$ cat src/rtl/conv_out_requant.sv
// Masks and requantizes convolution window sums into an 8-bit, valid-qualified pixel stream.
// Optional build macro CONV_REQUANT_RELU_EN selects unsigned ReLU clamping instead of signed saturation.
//
// state  | meaning
// S_IDLE | between frames; the next pixel_valid_in starts a frame at col 0, row 0
// S_RUN  | inside a frame; every cycle must carry a pixel
// S_ERR  | the stream broke mid-frame; sticky until reset

module conv_out_requant #(
  parameter int NUM_TREES  = 4,
  parameter int IMG_WIDTH  = 28,
  parameter int IMG_HEIGHT = 28,
  parameter int KERNEL_W   = 5,
  parameter int KERNEL_H   = 5,
  parameter int MA_LATENCY = 4,
  parameter int SHIFT      = 8
) (
  input  logic                   clock,
  input  logic                   reset,
  input  logic                   pixel_valid_in,
  input  logic [32*NUM_TREES-1:0] sum_in,
  output logic [8*NUM_TREES-1:0]  pixel_out,
  output logic                   valid_out,
  output logic                   frame_done,
  output logic                   stream_error
);

  localparam int COL_W = (IMG_WIDTH  > 1) ? $clog2(IMG_WIDTH)  : 1;
  localparam int ROW_W = (IMG_HEIGHT > 1) ? $clog2(IMG_HEIGHT) : 1;

  localparam logic [COL_W-1:0] COL_MAX = COL_W'(IMG_WIDTH - 1);
  localparam logic [ROW_W-1:0] ROW_MAX = ROW_W'(IMG_HEIGHT - 1);
  localparam logic [COL_W-1:0] COL_WIN = COL_W'(KERNEL_W - 1);
  localparam logic [ROW_W-1:0] ROW_WIN = ROW_W'(KERNEL_H - 1);

  localparam logic signed [32:0] ROUND = 33'(2 ** (SHIFT - 1));

  typedef enum logic [1:0] {
    S_IDLE = 2'd0,
    S_RUN  = 2'd1,
    S_ERR  = 2'd2
  } state_t;

  state_t           state;
  logic [COL_W-1:0] col;
  logic [ROW_W-1:0] row;
  logic [COL_W-1:0] col_nxt;
  logic [ROW_W-1:0] row_nxt;
  logic             accept;
  logic             at_last;
  logic             win_ok;
  logic             win_last;

  logic [MA_LATENCY-1:0] win_dly;
  logic [MA_LATENCY-1:0] last_dly;
  logic                  win_aligned;
  logic                  last_aligned;

  logic [8*NUM_TREES-1:0] requant;

  always_comb begin
    accept   = pixel_valid_in && (state != S_ERR);
    at_last  = (col == COL_MAX) && (row == ROW_MAX);
    win_ok   = accept && (col >= COL_WIN) && (row >= ROW_WIN);
    win_last = win_ok && at_last;
    col_nxt  = col + COL_W'(1);
    row_nxt  = row;
    if (col == COL_MAX) begin
      col_nxt = '0;
      row_nxt = (row == ROW_MAX) ? '0 : row + ROW_W'(1);
    end
  end

  always_ff @(posedge clock or posedge reset) begin
    if (reset) begin
      state        <= S_IDLE;
      col          <= '0;
      row          <= '0;
      stream_error <= 1'b0;
    end else begin
      case (state)
        S_IDLE: begin
          if (pixel_valid_in) begin
            col   <= col_nxt;
            row   <= row_nxt;
            state <= at_last ? S_IDLE : S_RUN;
          end
        end
        S_RUN: begin
          if (pixel_valid_in) begin
            col <= col_nxt;
            row <= row_nxt;
            if (at_last) begin
              state <= S_IDLE;
            end
          end else begin
            // The convolution window is now corrupt; no way to resync mid-frame.
            state        <= S_ERR;
            stream_error <= 1'b1;
            col          <= '0;
            row          <= '0;
          end
        end
        S_ERR: begin
          col          <= '0;
          row          <= '0;
          stream_error <= 1'b1;
        end
        default: begin
          state <= S_IDLE;
          col   <= '0;
          row   <= '0;
        end
      endcase
    end
  end

  // Keeps shifting in every state so results of a finished frame drain even
  // when a new frame or an error follows immediately.
  always_ff @(posedge clock or posedge reset) begin
    if (reset) begin
      win_dly  <= '0;
      last_dly <= '0;
    end else begin
      win_dly[0]  <= win_ok;
      last_dly[0] <= win_last;
      for (int i = 1; i < MA_LATENCY; i++) begin
        win_dly[i]  <= win_dly[i-1];
        last_dly[i] <= last_dly[i-1];
      end
    end
  end

  assign win_aligned  = win_dly[MA_LATENCY-1];
  assign last_aligned = last_dly[MA_LATENCY-1];

  for (genvar g = 0; g < NUM_TREES; g++) begin : g_tree
    logic signed [32:0] rounded;
    logic signed [32:0] scaled;
    logic [7:0]         clamped;

    always_comb begin
      rounded = $signed({sum_in[32*g+31], sum_in[32*g +: 32]}) + ROUND;
      scaled  = rounded >>> SHIFT;
`ifdef CONV_REQUANT_RELU_EN
      if (scaled < 33'sd0) begin
        clamped = 8'h00;
      end else if (scaled > 33'sd255) begin
        clamped = 8'hFF;
      end else begin
        clamped = scaled[7:0];
      end
`else
      if (scaled < -33'sd128) begin
        clamped = 8'h80;
      end else if (scaled > 33'sd127) begin
        clamped = 8'h7F;
      end else begin
        clamped = scaled[7:0];
      end
`endif
    end

    assign requant[8*g +: 8] = clamped;
  end

  always_ff @(posedge clock or posedge reset) begin
    if (reset) begin
      pixel_out  <= '0;
      valid_out  <= 1'b0;
      frame_done <= 1'b0;
    end else begin
      valid_out  <= win_aligned;
      frame_done <= last_aligned;
      if (win_aligned) begin
        pixel_out <= requant;
      end
    end
  end

endmodule

$ cat config.mk
export PLATFORM = sky130hd
export DESIGN_NAME = conv_out_requant
export DESIGN_NICKNAME = d
export VERILOG_FILES = /design/src/rtl/conv_out_requant.sv
export SDC_FILE = /design/constraint.sdc
export NUM_CORES = 1
export LEC_CHECK = 0
export ABC_CLOCK_PERIOD_IN_PS = 1680
export BUFFER_PORTS_ARGS = -buffer_cell sky130_fd_sc_hd__buf_2
export CAP_MARGIN = 20
export CORE_MARGIN = 5
export CORE_UTILIZATION = 48
export CTS_CLUSTER_DIAMETER = 30
export DETAILED_ROUTE_END_ITERATION = 12
export GPL_TIMING_DRIVEN = 1
export HOLD_SLACK_MARGIN = 0.1
export PLACE_DENSITY = 0.77
export SLEW_MARGIN = 20
export SYNTH_ARGS = -nofsm -noshare
export SYNTH_HDL_FRONTEND = slang
export SYNTH_SLANG_ARGS = --single-unit
export TNS_END_PERCENT = 1
$ cat constraint.sdc
create_clock -name clock -period 1.68 [get_ports clock]
set_input_delay 0.084 -clock clock [delete_from_list [all_inputs] [get_ports clock]]
set_output_delay 0.084 -clock clock [all_outputs]
set_load 0.05 [all_outputs]
==> key figures, run 1 <==
Synth
  • Synth Register Bits: 55
  • Area share of the largest cell type after synthesis: 24.8%
  • Cell area after synthesis: 5540 um^2
  • Ys async rst share: 100%
  • Area contributors post-synth: dfrtp_1, nand4_1, a211oi_1, nand2_1, a21oi_1
  • Mapped Nets: 853
  • Largest area contributor in the netlist: dfrtp_1
  • Post-synth top flop: dfrtp_1
  • Cells after synthesis: 710
  • Seq/Total Area, Yosys: 24.8%
  • Post-synth EDFFs: 0
  • Syn Area/Cell: 7.81 um^2
  • Ys Warns: 0
  • Post-synthesis cell type count: 87

Floorplan
  • Io pins: 166
  • Starting Density: 48.8%
  • Core Region: 11400 um^2
  • Die width: 117 um
  • Die area: 13800 um^2
  • Num rows: 39
  • Die Ht: 117 um

Clocking
  • CTS tree: built
  • Clk slew on worst S/H paths: 0.08 ns
  • Cts bufs inserted: 5
  • CTS H-tree lvls: 2
  • Clk Latency, worst-skew pair: 0.29 ns
  • Clock sinks: 55
  • Maximum clock insertion buffer count: 2
  • Root buf cell: clkbuf_16

Power
  • PwrDens: 405 nW/um^2
  • Pleak: 3.68 nW
  • Peak VDD IR: 0.582 mV

Place
  • Post-DP Area: 7820 um^2
  • Final Wtd Congestion: 0.973
  • Hpwl dp: 14.4 mm
  • I/O Buffers: 137

GRT
  • First-pass GRT wire length: 30.6 mm
  • Gr usage total: 25.1%
  • Remaining Overflow, GRT: 0
  • Initial antenna violation count: 0
  • Largest net degree at the start of global routing: 34
  • Vias in the first global route: 6603

Timing
  • RSZ-0062 raised after global routing: yes
  • Hold_ws: 0.115 ns
  • Endpoints failing setup: 26
  • Final setup skew: 0.00873 ns
  • Max frequency: 519 MHz
  • Pins Over Slew Limit: 0
  • Final Hold Viols: 0
  • Minimum clock period: 1.93 ns
  • Slack of the critical path: -0.247 ns
  • Worst slew margin: 65.7%
  • Worst-margin pin slew: 0.514 ns
  • Crit share post-route: 115%
  • Setup TNS: -2.78 ns

Hold path
  • HP Class: in -> reg

Layout
  • Fillers: 843
  • Most common cell after layout, fill and taps aside: buf_4
  • Finished Cell Area: 8460 um^2
  • Synth-to-Final Area Change: 52.7%
  • Nets: 1171
  • Commonest non-fill, non-tap cells in the layout: buf_4, buf_2, nand2_1, dfrtp_1, nor2_1
  • Multi-input gate area: 4310 um^2
  • Register area: 1380 um^2
  • Layout cells sized above 1: 43.1%
  • Inserted Diodes: 0
  • Final core occ: 74.4%

Routing
  • Pre-antenna DRT Iters: 5
  • WL per Instance: 16.3 um
  • Routed WL: 19.2 mm
  • Drt via density: 6.07
  • Post-route ant nets: 0
  • Initial drt markers: 914
  • Via count: 7119
  • DRC Markers: 0

Worst setup path
  • Worst Path Arrival: 2.08 ns
  • Crit path max fanout: 7
  • Largest stage delay, worst path: 0.53 ns
  • Crit path required time: 1.84 ns
  • Critical Path Start Type: input pin
  • Slowest CP cell: or4_4
  • Worst setup EP type: flip-flop
  • Critical path class: in -> reg
  • Crit-path cells: buf_4 > nand4_4 > or4_4 > mux2i_1 > a21oi_1 > or4_4 > buf_12 > o31ai_4 > a21oi_1

Run status
  • Failing checks: negative setup slack
  • Outcome: finished, violations left

Job
  • MaxCap Viol Count: 0
routing by layer:
metal / global-route usage [%] / routed length, um
met4: 4.23 / 295
met1: 33.8 / 8190
met5: 0 / 0
met3: 3.70 / 1200
met2: 43.5 / 9470
what timing repair did:
item / in CTS / in global routing
pin swaps: 22 / 22
resized for setup: 41 / 49
hold endpoints to repair: 22 / 0
endpoints found under the setup margin: 28 / 31
hold buffers: 1 / 0
buffers inserted: 2 / 2
layout make-up:
class / instances / share of cell area, %
inverter: 30 / 1.33
multi-input combinational: 592 / 50.9
clock inverter: 2 / 0.237
timing repair buffer: 344 / 27.5
sequential: 55 / 16.3
tap: 143 / 2.11
clock buffer: 6 / 1.64
worst max-delay path, delay by kind of cell:
family | cells | cell delay [ns]
AND/OR/NAND/NOR | 3 | 1.15
AO/OA/AOI/OAI | 3 | 0.38
buffers and inverters | 2 | 0.30
multiplexers | 1 | 0.17
power by group:
part	switching (W)	total, W	internal, W
Sequential	0.000000000454	0.00132	0.00132
Combinational	0.000511	0.000985	0.000474
Clock	0.000509	0.00112	0.000608
Total	0.00102	0.00342	0.00240
logic make-up (layout without fill, tap and decap cells):
| kind of cell | count (synthesis) | after routing | share of synthesized area, % |
|---|---|---|---|
| multiplexers | 6 | 6 | 1.13 |
| AND/OR/NAND/NOR | 337 | 337 | 34.8 |
| XOR/XNOR | 38 | 38 | 6.00 |
| buffers and inverters | 63 | 382 | 4.83 |
| AO/OA/AOI/OAI | 199 | 199 | 25.7 |
| flip-flops | 55 | 55 | 24.8 |
| adder cells (fa/ha/maj) | 12 | 12 | 2.71 |
stage by stage:
stage          worst slack, ns  total power, W  instances
2_1_floorplan           -0.407         0.00171        710
3_3_place_gp            -0.562         0.00224       1159
3_5_place_dp            -0.591         0.00225       1159
4_1_cts                 -0.144         0.00339       1170
5_1_grt                 -0.285         0.00357       1172
6_report                -0.247         0.00342       1172
Yosys cell counts (all sizes together), types with 6 or more instances:
library cell   n
nand4         47
nor3          17
nand3         42
or3            9
nand2b        10
o31ai          9
and4          11
and3          12
o211ai         8
nand2         57
nor2b         13
inv           30
o31a           6
dfrtp         55
a31oi         14
a211oi        30
and2           8
buf            8
ha            12
o21ai         27
xnor2         22
nor2          55
clkbuf        25
a21oi         42
o221ai         7
nor4          27
xor2          16
flip-flops by register name, indices dropped and copies added, names as in the netlist:
name	count
row	5
stream_error	1
pixel_out	32
frame_done	1
valid_out	1
state	2
col	5
win_dly	4
last_dly	4
final timing paths:
check	start	to	slack, ns	depth (start not counted)
worst max-delay path	sum_in[104]	pixel_out[29]$_DFFE_PP0P_	-0.25	9
worst min-delay path	sum_in[95]	pixel_out[23]$_DFFE_PP0P_	0.12	3
worst max register to register	win_dly[3]$_DFF_PP0_	pixel_out[29]$_DFFE_PP0P_	-0.02	7
worst min register to register	win_dly[2]$_DFF_PP0_	win_dly[3]$_DFF_PP0_	0.35	0
max in group asynchronous	reset	pixel_out[30]$_DFFE_PP0P_	0.75	4
min in group asynchronous	reset	row[2]$_DFFE_PP0P_	0.36	3
(Power assumes the default switching activity.)
==> run 2: changes to the inputs <==
--- a/config.mk
+++ b/config.mk
@@ -8,6 +8,7 @@
 export ABC_CLOCK_PERIOD_IN_PS = 1680
 export BUFFER_PORTS_ARGS = -buffer_cell sky130_fd_sc_hd__buf_2
 export CAP_MARGIN = 20
+export CORE_ASPECT_RATIO = 1.5
 export CORE_MARGIN = 5
 export CORE_UTILIZATION = 48
 export CTS_CLUSTER_DIAMETER = 30
==> run 2 against run 1 <==
The run still ends with negative setup slack left. Critical path type unchanged. Via count is 1.4% higher. Die area grew 0.32%. Clock-buffer cell count did not move. Cell count rose by 0.68%. Register-to-register slack barely moved.
==> key figures, run 2 (synthesized netlist as in run 1, its figures left out) <==
Run status
  • Outcome: finished, violations left
  • Failing checks: negative setup slack

Floorplan
  • Die area: 13800 um^2
  • Die width: 97.7 um
  • Starting Density: 48.6%
  • Die Ht: 142 um
  • Io pins: 166
  • Core Region: 11400 um^2
  • Num rows: 48

Power
  • PwrDens: 396 nW/um^2
  • Pleak: 3.66 nW
  • Peak VDD IR: 0.543 mV

Timing
  • Final Hold Viols: 0
  • RSZ-0062 raised after global routing: yes
  • Endpoints failing setup: 22
  • Crit share post-route: 117%
  • Final setup skew: 0.00420 ns
  • Max frequency: 508 MHz
  • Worst slew margin: 67.3%
  • Pins Over Slew Limit: 0
  • Minimum clock period: 1.97 ns
  • Worst-margin pin slew: 0.490 ns
  • Slack of the critical path: -0.287 ns

Clocking
  • Cts bufs inserted: 5
  • Maximum clock insertion buffer count: 2
  • Clk Latency, worst-skew pair: 0.29 ns
  • CTS tree: built
  • Clock sinks: 55
  • CTS H-tree lvls: 2
  • Clk slew on worst S/H paths: 0.07 ns
  • Root buf cell: clkbuf_16

Routing
  • Initial drt markers: 396
  • Pre-antenna DRT Iters: 5
  • Post-route ant nets: 0
  • Drt via density: 6.12
  • Routed WL: 20.3 mm
  • DRC Markers: 0
  • WL per Instance: 17.2 um
  • Via count: 7221

Hold path
  • Hold Path Origin: pixel_valid_in
  • HP Class: in -> reg

GRT
  • First-pass GRT wire length: 30.8 mm
  • Remaining Overflow, GRT: 0
  • Initial antenna violation count: 0
  • Largest net degree at the start of global routing: 24
  • Vias in the first global route: 6887
  • Gr usage total: 26.0%

Place
  • Post-placement worst setup slack: -0.634 ns
  • Final Wtd Congestion: 0.914
  • Hpwl dp: 14.9 mm
  • I/O Buffers: 137
  • Placed insts: 1166

Layout
  • Largest registers: pixel_out: 32 flops, col: 5 flops, row: 5 flops
  • Max FFs per register: 32
  • Non-Filler Instances: 1180
  • Inserted Diodes: 0
  • Synth-to-Final Area Change: 52.9%
  • Layout cells sized above 1: 43.2%
  • Final core occ: 74.3%
  • Nets: 1172
  • Biggest register: pixel_out
  • Commonest non-fill, non-tap cells in the layout: buf_4, buf_2, nand2_1, nor2_1, dfrtp_1
  • Most common cell after layout, fill and taps aside: buf_4

Worst setup path
  • CP bufs+invs: 1
  • Slowest CP cell: or4_4
  • Worst Setup SP: sum_in[103]
  • Largest stage delay, worst path: 0.59 ns
  • Crit-path leading delay family: simple AND/OR/NAND/NOR gates
  • Critical Path Start Type: input pin
  • Crit-path cells: buf_12 > nand4_4 > or4_4 > mux2i_1 > a21oi_1 > or4_4 > nor4_4 > a211oi_2
  • Critical path class: in -> reg
  • R2R Setup Slk: -0.02 ns
  • Most used cell, CP: or4_4
  • Crit path max fanout: 7
  • Worst setup EP type: flip-flop
  • Crit path required time: 1.85 ns
  • Crit Reg-Reg Startpoint: win_dly[3]$_DFF_PP0_
  • Worst Path Arrival: 2.14 ns

Job
  • MaxCap Viol Count: 0
[run 2: cell count changes in the layout (fill, tap and decap cells not counted), moves of 3 or more]
cell | before | now
and4_2 | 2 | 5
nand3_2 | 9 | 4
nor2_2 | 4 | 1
nor2_1 | 51 | 54
nand3_1 | 33 | 36
o31ai_4 | 3 | 0
[run 2: repair_timing]
action / CTS / global route
pin swaps: 24 / 21
setup buffers: 1 / 4
hold buffers: 1 / 0
setup endpoints to repair: 28 / 33
hold endpoints to repair: 20 / 0
resized for setup: 42 / 57
[run 2: worst paths after layout]
check	depth (start not counted)	end
max	8	pixel_out[27]$_DFFE_PP0P_
min	3	row[1]$_DFFE_PP0P_
max reg2reg	8	pixel_out[10]$_DFFE_PP0P_
min reg2reg	0	frame_done$_DFF_PP0_
max in group asynchronous	4	col[2]$_DFFE_PP0P_
min in group asynchronous	3	row[0]$_DFFE_PP0P_
[run 2: power by group]
part / internal, W / leakage [nW] / switching (W)
combinational: 0.000495 / 2.90 / 0.000530
sequential: 0.00132 / 0.694 / 0.000000000541
clock: 0.000551 / 0.0669 / 0.000455
total: 0.00237 / 3.66 / 0.000985
[run 2: layer usage]
metal | vias up | global-route usage, % | wire [um]
met2 | 306 | 50.7 | 10900
met4 | 0 | 10.1 | 885
met5 | - | 0 | 0
met1 | 3420 | 28.0 | 7480
li1 | 3400 | - | -
met3 | 95 | 3.39 | 1030
[run 2: layout make-up]
class                      instances  area (um^2)
clock inverter                     2         12.5
fill                             872         2940
tap                              150          188
sequential                        55         1380
multi-input combinational        592         4290
clock buffer                       6          129
timing repair buffer             345         2360
inverter                          30          113
[run 2: tightest hold or removal path: stages]
cell	delay (ns)
buf_2	0.15
nand4_1	0.11
a21oi_1	0.07
[run 2: metrics by stage]
stage | hold WS (ns) | total power (W) | cell area (um^2) | TNS [ns]
6_report | 0.164 | 0.00335 | 8470 | -3.56
5_1_grt | 0.191 | 0.00350 | 8470 | -6.55
4_1_cts | 0.133 | 0.00329 | 8150 | -2.40
3_5_place_dp | 0.130 | 0.00226 | 7830 | -14.56
3_3_place_gp | 0.123 | 0.00225 | 7830 | -13.70
2_1_floorplan | 0.247 | 0.00171 | 5580 | -9.37
